## config.mk

```make
export PLATFORM = sky130hd
export DESIGN_NAME = change_dispenser
export DESIGN_NICKNAME = d
export VERILOG_FILES = /design/src/rtl/change_dispenser.sv
export SDC_FILE = /design/constraint.sdc
export NUM_CORES = 1
export LEC_CHECK = 0
export ABC_CLOCK_PERIOD_IN_PS = 4640
export CAP_MARGIN = 25
export CORE_UTILIZATION = 30
export CTS_CLUSTER_SIZE = 10
export DETAILED_ROUTE_END_ITERATION = 8
export PLACE_DENSITY = 0.59
export SLEW_MARGIN = 10
export SYNTH_ARGS = -nofsm -noshare
export SYNTH_HDL_FRONTEND = slang
export SYNTH_SLANG_ARGS = --single-unit
```

## constraint.sdc

```tcl
create_clock -name clk -period 4.64 [get_ports clk]
set_input_delay 0.464 -clock clk [delete_from_list [all_inputs] [get_ports clk]]
set_output_delay 0.464 -clock clk [all_outputs]
set_load 0.03 [all_outputs]
```

## src/rtl/change_dispenser.sv

```systemverilog
// Return-path controller: inactivity timer, return-request latch and greedy
// one-coin-per-cycle change dispenser feeding the output regularizer.
module change_dispenser #(
    parameter int unsigned NUM_COINS   = 3,
    parameter int unsigned TOTAL_BITS  = 31,
    parameter int unsigned COIN_VAL0   = 100,
    parameter int unsigned COIN_VAL1   = 500,
    parameter int unsigned COIN_VAL2   = 1000,
    parameter int unsigned WAIT_CYCLES = 100
) (
    input  logic                  clk,
    input  logic                  reset,
    input  logic                  i_trigger_return,
    input  logic                  i_activity,
    input  logic [TOTAL_BITS-1:0] current_total,
    output logic                  return_changes,
    output logic [NUM_COINS-1:0]  return_coin_1,
    output logic [TOTAL_BITS-1:0] change_remaining,
    output logic [TOTAL_BITS-1:0] wait_time,
    output logic                  dispense_done,
    output logic [TOTAL_BITS-1:0] residue
);

    localparam logic [TOTAL_BITS-1:0] WaitReload = TOTAL_BITS'(WAIT_CYCLES);

    typedef enum logic [1:0] {
        StIdle,
        StDispense,
        StDone
    } state_e;

    state_e                  state_q, state_d;
    logic                    return_changes_q, return_changes_d;
    logic [TOTAL_BITS-1:0]   change_remaining_q, change_remaining_d;
    logic [TOTAL_BITS-1:0]   wait_time_q, wait_time_d;
    logic                    dispense_done_q, dispense_done_d;
    logic [TOTAL_BITS-1:0]   residue_q, residue_d;

    logic [NUM_COINS-1:0]    coin_oh;
    logic [TOTAL_BITS-1:0]   coin_amt;
    logic                    req;

    // Denomination table; bits beyond the three defined coins are never selected.
    function automatic logic [TOTAL_BITS-1:0] coin_value(input int unsigned k);
        case (k)
            0:       coin_value = TOTAL_BITS'(COIN_VAL0);
            1:       coin_value = TOTAL_BITS'(COIN_VAL1);
            2:       coin_value = TOTAL_BITS'(COIN_VAL2);
            default: coin_value = '0;
        endcase
    endfunction

    // Greedy coin pick: denominations ascend with bit index, so the last fitting one wins.
    always_comb begin
        coin_oh  = '0;
        coin_amt = '0;
        if (state_q == StDispense) begin
            for (int unsigned k = 0; k < NUM_COINS; k++) begin
                if (coin_value(k) != '0 && change_remaining_q >= coin_value(k)) begin
                    coin_oh  = NUM_COINS'(1) << k;
                    coin_amt = coin_value(k);
                end
            end
        end
    end

    assign req = i_trigger_return | ((wait_time_q == '0) & (current_total != '0));

    // Next-state logic for the FSM, timer and burst bookkeeping.
    always_comb begin
        state_d            = state_q;
        return_changes_d   = return_changes_q;
        change_remaining_d = change_remaining_q;
        wait_time_d        = wait_time_q;
        dispense_done_d    = dispense_done_q;
        residue_d          = residue_q;
        unique case (state_q)
            StIdle: begin
                if (i_activity) begin
                    wait_time_d = WaitReload;
                end else if (current_total != '0 && wait_time_q != '0) begin
                    wait_time_d = wait_time_q - 1'b1;
                end
                // A return with nothing owed is dropped silently.
                if (req && current_total != '0) begin
                    state_d            = StDispense;
                    change_remaining_d = current_total;
                    return_changes_d   = 1'b1;
                    wait_time_d        = WaitReload;
                end
            end
            StDispense: begin
                if (coin_amt == '0) begin
                    state_d          = StDone;
                    return_changes_d = 1'b0;
                    residue_d        = change_remaining_q;
                    dispense_done_d  = 1'b1;
                end else begin
                    change_remaining_d = change_remaining_q - coin_amt;
                end
            end
            StDone: begin
                state_d            = StIdle;
                dispense_done_d    = 1'b0;
                change_remaining_d = '0;
                wait_time_d        = WaitReload;
            end
            default: begin
                state_d = StIdle;
            end
        endcase
    end

    // State registers with asynchronous reset.
    always_ff @(posedge clk or posedge reset) begin
        if (reset) begin
            state_q            <= StIdle;
            return_changes_q   <= 1'b0;
            change_remaining_q <= '0;
            wait_time_q        <= WaitReload;
            dispense_done_q    <= 1'b0;
            residue_q          <= '0;
        end else begin
            state_q            <= state_d;
            return_changes_q   <= return_changes_d;
            change_remaining_q <= change_remaining_d;
            wait_time_q        <= wait_time_d;
            dispense_done_q    <= dispense_done_d;
            residue_q          <= residue_d;
        end
    end

    assign return_coin_1    = reset ? '0 : coin_oh;
    assign return_changes   = return_changes_q;
    assign change_remaining = change_remaining_q;
    assign wait_time        = wait_time_q;
    assign dispense_done    = dispense_done_q;
    assign residue          = residue_q;

endmodule

```

==> Word-level counts from Yosys, hierarchy flattened <==
Index checks and enable logic that the tools add are counted.
{ "totals": {"out_inout_bits": 98, "inputBits": 35, "word_cells": 69, "ff_bits": 97} }
{ "classes": {"bitwise": 2, "order_cmp": 3, "n_reduce_logical": 23, "eq_ne": 6, "muxes": 27, "addsub": 2} }
{ "op_table": {"columns": ["cell", "count"], "rows": [
  ["$mux 31", 11],
  ["$reduce_bool 31->1", 5],
  ["$ge 31x31->1", 3],
  ["$pmux 31 s3", 1],
  ["$logic_not 31->1", 2],
  ["$pmux 31 s2", 1],
  ["$sub 31x1->31 const B", 1],
  ["$sub 31x31->31", 1],
  ["$mux 3", 4],
  ["$reduce_and 2->1", 4],
  ["$mux 7", 1],
  ["$reduce_and 3->1", 2],
  ["$reduce_bool 2->1", 3],
  ["$logic_and 1x1->1", 5],
  ["$mux 1", 4],
  ["$mux 2", 2],
  ["$ne 2x2->1 const B", 2],
  ["$ne 4x4->1 const B", 1],
  ["$pmux 1 s2", 2],
  ["$pmux 2 s2", 1],
  ["$reduce_bool 3->1", 1],
  ["$eq 2x1->1 const B", 1],
  ["$eq 2x2->1 const B", 1],
  ["$logic_not 2->1", 1],
  ["other kinds (3)", 3]
]} }

==> Longest topological paths before layout <==
Gate-level depths: netlist of run 1.
{ "logic_depth": {"depth_word": 11, "ltp_mapped": 16, "mapped_depth_nobuf": 15} }

==> Least setup slack after synthesis of run 1 <==
OpenSTA, ideal clock, no wires.
{ "synth_timing": {"kind": "register -> register", "from": "register change_remaining_q[17] (netlist: change_remaining[17])", "to": "register change_remaining_q[21] (netlist: change_remaining[21])", "required_time_ps": 4516, "setup_slack_ps": 677, "path_buffers": 0, "setup_ps": 124, "stages_incl_launch_ff": 13, "arrival_ps": 3839, "period_less_slack_ps": 3963, "path_cell_list": "dfrtp_1 -> or4_1 -> and4bb_2 -> nand3_1 -> o21ai_0 -> ha_1 -> nor2b_1 -> o2111ai_1 -> a2111oi_0 -> nor2_1 -> and2_1 -> nor4b_2 -> a211o_1"} }
{ "synth_via": {"elab_chain_cells": 9, "elab_cells_between_ends": 16, "classes_between": "1 x add/sub; 3 x order compare; 1 x eq/ne; 6 x mux; 5 x reduce/logical"} }
{ "synth_rtl": {"columns": ["element", "line_no", "source"], "rows": [
  ["from (decl)", "34", "logic [TOTAL_BITS-1:0] change_remaining_q, change_remaining_d;"],
  ["from (signal assigned)", "126", "change_remaining_q <= change_remaining_d;"],
  ["$ge 31x31->1", "59", "if (coin_value(k) != '0 && change_remaining_q >= coin_value(k)) begin"],
  ["$logic_and 1x1->1", "59", null],
  ["$mux 7", "59", null],
  ["$mux 31 (2 in a row)", "59", null],
  ["$mux 31", "57", "if (state_q == StDispense) begin"],
  ["$sub 31x31->31 or $logic_not 31->1 (tied branches)", "99, 93", null],
  ["$mux 31 or $ne 2x2->1 (tied branches)", null, null],
  ["$pmux 31 s3 or $reduce_and 3->1 (tied branches)", null, null]
]} }
Several ways; a longest one is shown, not always the timed one. The select of a mux whose other input is x is not followed.
A chain may end at the register's enable or synchronous reset.

==> Worst setup path after layout of run 1 <==
{ "layout_timing": {"from": "register change_remaining_q[17] (netlist: change_remaining[17])", "to": "register change_remaining_q[29] (netlist: change_remaining[29])"} }
Same word-level chain as after synthesis.

==> out/metrics.csv, run 1 <==
metric,value,unit
pins over their slew limit,0,
WL/cell,18.1,um
CTS tree,done,
multi-input logic area,2680,um^2
Reg2Reg Launch Point,change_remaining[17],
synth warn,0,
"Primary FF master, synth",dfrtp_1,
Final Hold Vio Count,0,
Worst EP required,4870,ps
core box area,17300,um^2
initial antenna violation count,0,
final setup vio count,0,
total gr overflow,0,
Area Growth Syn to Fin,35.7,%
H-Tree Depth,3,
cell row count,48,
"Clk pin slew, worst setup/hold paths",70,ps
RR Endpoint,change_remaining[29],
"Seq/Total Area, Yosys",45.7,%
Net Sw Frac,47.4,%
Longest Clk Path Bufs,2,
Power Internal,2260,uW
most frequent cells in the layout,"132 x clkdlybuf4s50_1, 94 x dfrtp_1, 56 x nor2_1, 50 x nand2_1, 49 x o21ai_0",
final WL,16900,um
Max-Cap Viols,0,
vias per inst,5.49,
Comb pwr share,52.9,%
"Clk Latency, worst-skew pair",350,ps
die height,135,um
Slew headroom,37.1,%
I/O pins,133,
Final WS setup,302,ps
R2R depth,13,
Setup WS pre-CTS,231,ps
crit path launch,change_remaining[17],
number of flops mapped to enable cells by yosys,0,
CP startpoint kind,flip-flop,
total of fill cells in the finished design,1699,
CTS buffer count,9,
placer congestion estimate,0.921,
switching power,2030,uW
DR vias,5136,
Final Critical Period,4340,ps
Residual DRC,0,
register-to-register setup slack,300,ps
register area,2430,um^2
Critical Path Max Stage Delay,570,ps
Final period util,93.5,%
clk_skew,7.59,ps
Final ANT Viol Nets,0,
Sequential Power Share,29.6,%
count of state elements after synthesis,97,
cts hold-fix bufs,0,
global-route wire length before repair,26800,um
worst slew pin tran,941,ps
slowest CP cell,or4_1,
Peak VDD IR,0.442,mV
Die ar.,18200,um^2
CP Max Fanout,6,
Mapped Area,5310,um^2
syn nets,623,
Mapped Avg Cell Area,9.26,um^2
crit path capture type,flip-flop,
"most common cell after layout, fill and taps aside",clkdlybuf4s50_1,
CTS sink cnt,97,
Starting Density,30.7,%
RSZ-0062 raised after global routing,no,
Iteration-0 DRC Markers,478,
Layout Utilization,41.7,%
Min-Delay Path Class,input pin to async pin,
Post-Syn Instances,574,
Port Buffers,132,
Post-DP HPWL,12100,um
part of the power in the clock network,17.5,%
First-pass DRT Iterations,6,
share of synthesized registers carrying an async set or reset,100,%
CP Cell Sequence,or4_1 -> and4bb_2 -> nand3_1 -> o21ai_1 -> ha_1 -> a21o_1 -> a31oi_1 -> a2111oi_0 -> buf_4 -> nor2_1 -> and2_1 -> a311oi_1 -> a221o_1,
global-route usage over all layers,18.9,%
CP Class,flip-flop to flip-flop,
library cells used by synthesis,63,
die width,135,um
share of cells above drive strength 1,8.16,%
leakage,0.00303,uW
vias in the first global route,4956,
TNS Setup,0,ps
largest net degree at the start of global routing,74,
antenna fix cells,0,
# nets final,755,
outcome,finished clean,
CP arrival,4570,ps
Power Dens Cells,595,nW/um^2
Power Total,4290,uW
fmax,231,MHz
worst setup path endpoint,change_remaining[29],
CTS Root Cell,clkbuf_16,
==> cells by family (layout without fill, tap and decap cells) <==
logic type               Yosys count  in the layout  synth area share (%)
AO/OA/AOI/OAI                    180            180                  22.0
XOR/XNOR                           6              6                 0.989
multiplexers                       8              8                  1.70
adder cells (fa/ha/maj)           14             14                  3.44
buffers and inverters             43            180                  3.86
AND/OR/NAND/NOR                  226            226                  22.3
flip-flops                        97             97                  45.8
==> synth_stat cells, types with 2 or more instances <==
| master | count | area (um^2) |
|---|---|---|
| nor4_2 | 2 | 25.0 |
| a21oi_1 | 23 | 115 |
| inv_1 | 17 | 63.8 |
| nor2_1 | 56 | 210 |
| a221oi_2 | 2 | 30.0 |
| nor4_1 | 16 | 100 |
| o41ai_1 | 8 | 70.1 |
| a221oi_1 | 7 | 61.3 |
| and2_1 | 6 | 37.5 |
| a22oi_1 | 5 | 37.5 |
| or2_2 | 2 | 12.5 |
| dfstp_2 | 3 | 78.8 |
| o21ai_0 | 51 | 255 |
| o21a_1 | 2 | 15.0 |
| ha_1 | 13 | 163 |
| o2bb2ai_1 | 5 | 43.8 |
| clkbuf_1 | 15 | 56.3 |
| nand4_1 | 5 | 31.3 |
| or3_1 | 6 | 37.5 |
| and3_1 | 4 | 25.0 |
| o21ai_1 | 25 | 125 |
| nand3_1 | 8 | 40.0 |
| buf_2 | 5 | 25.0 |
| xnor2_1 | 4 | 35.0 |
| buf_6 | 5 | 56.3 |
| a31oi_1 | 10 | 62.6 |
| dfrtp_1 | 94 | 2350 |
| o311ai_0 | 5 | 43.8 |
| a31o_2 | 3 | 26.3 |
| a32oi_1 | 6 | 52.6 |
| o31ai_1 | 8 | 60.1 |
| nor3_1 | 22 | 110 |
| nand2_1 | 50 | 188 |
| nor2b_1 | 32 | 200 |
| a41oi_1 | 3 | 26.3 |
| a21o_1 | 5 | 37.5 |
| mux2_2 | 8 | 90.1 |
| a221o_1 | 3 | 30.0 |
| or4_1 | 5 | 37.5 |
| xor2_1 | 2 | 17.5 |
==> timing repair <==
item	CTS	global route
buffers inserted	0	0
endpoints found under the setup margin	0	4
gates resized for setup	0	2
==> critical path: cells and delay by family, from the launching register on <==
family,cells,cell delay (ps)
compound gates,6,1420
simple gates,5,1830
flops,1,440
buf+inv,1,170
fa+ha+maj,1,350
==> power by group through the flow <==
stage               combinational [uW]  sequential [uW]  clock (uW)
finish                            2270             1270         749
global route                      2460             1300         811
CTS                               2230             1270         778
detailed placement                2220             1280           0
global placement                  2190             1270           0
floorplan                         1200             1510           0
==> cell type report <==
type                       count  share of cell area (%)
multi-input combinational    434                    37.2
sequential                    97                    33.7
timing repair buffer         146                    20.1
tap                          225                    3.90
clock buffer                   9                    3.12
clock inverter                 7                    1.02
inverter                      18                   0.972
==> how the worst min path moves through the flow <==
stage / endpoint / slack, ps / cells past startpoint
CTS: dispense_done / 510 / 2
finish: change_remaining[5] / 490 / 2
floorplan: state_q[1] / 500 / 1
global placement: dispense_done / 480 / 2
detailed placement: dispense_done / 480 / 2
global route: change_remaining[5] / 500 / 2
==> registers in the layout (all words and copies together), names as in the netlist <==
| name | cells |
|---|---|
| residue | 31 |
| dispense_done | 1 |
| state_q | 2 |
| return_changes | 1 |
| wait_time | 31 |
| change_remaining | 31 |
==> stage by stage <==
step | instance area (um^2) | hold WS [ps] | cells
after global placement | 6880 | 478 | 919
after detailed placement | 6880 | 481 | 919
final | 7210 | 489 | 936
after CTS | 7180 | 509 | 935
after floorplan | 5310 | 501 | 574
after global routing | 7210 | 497 | 936
==> per-layer routing <==
metal  GRT usage, %  vias to the layer above  part of all wire (%)
met4           8.43                        0                   2.7
met5              0                        -                     0
li1               -                     2405                     -
met1           26.0                     2521                    45
met2           29.0                      180                    46
met3           3.34                       30                   5.5
No activity file was read; power rests on OpenSTA's default activity.
==> inputs of run 2 (changes only) <==
- ABC_AREA: not set -> 0
- CTS_CLUSTER_DIAMETER: not set -> 120
==> results of run 2 <==
The final DEF is identical to that of run 1; final timing and power are the same.
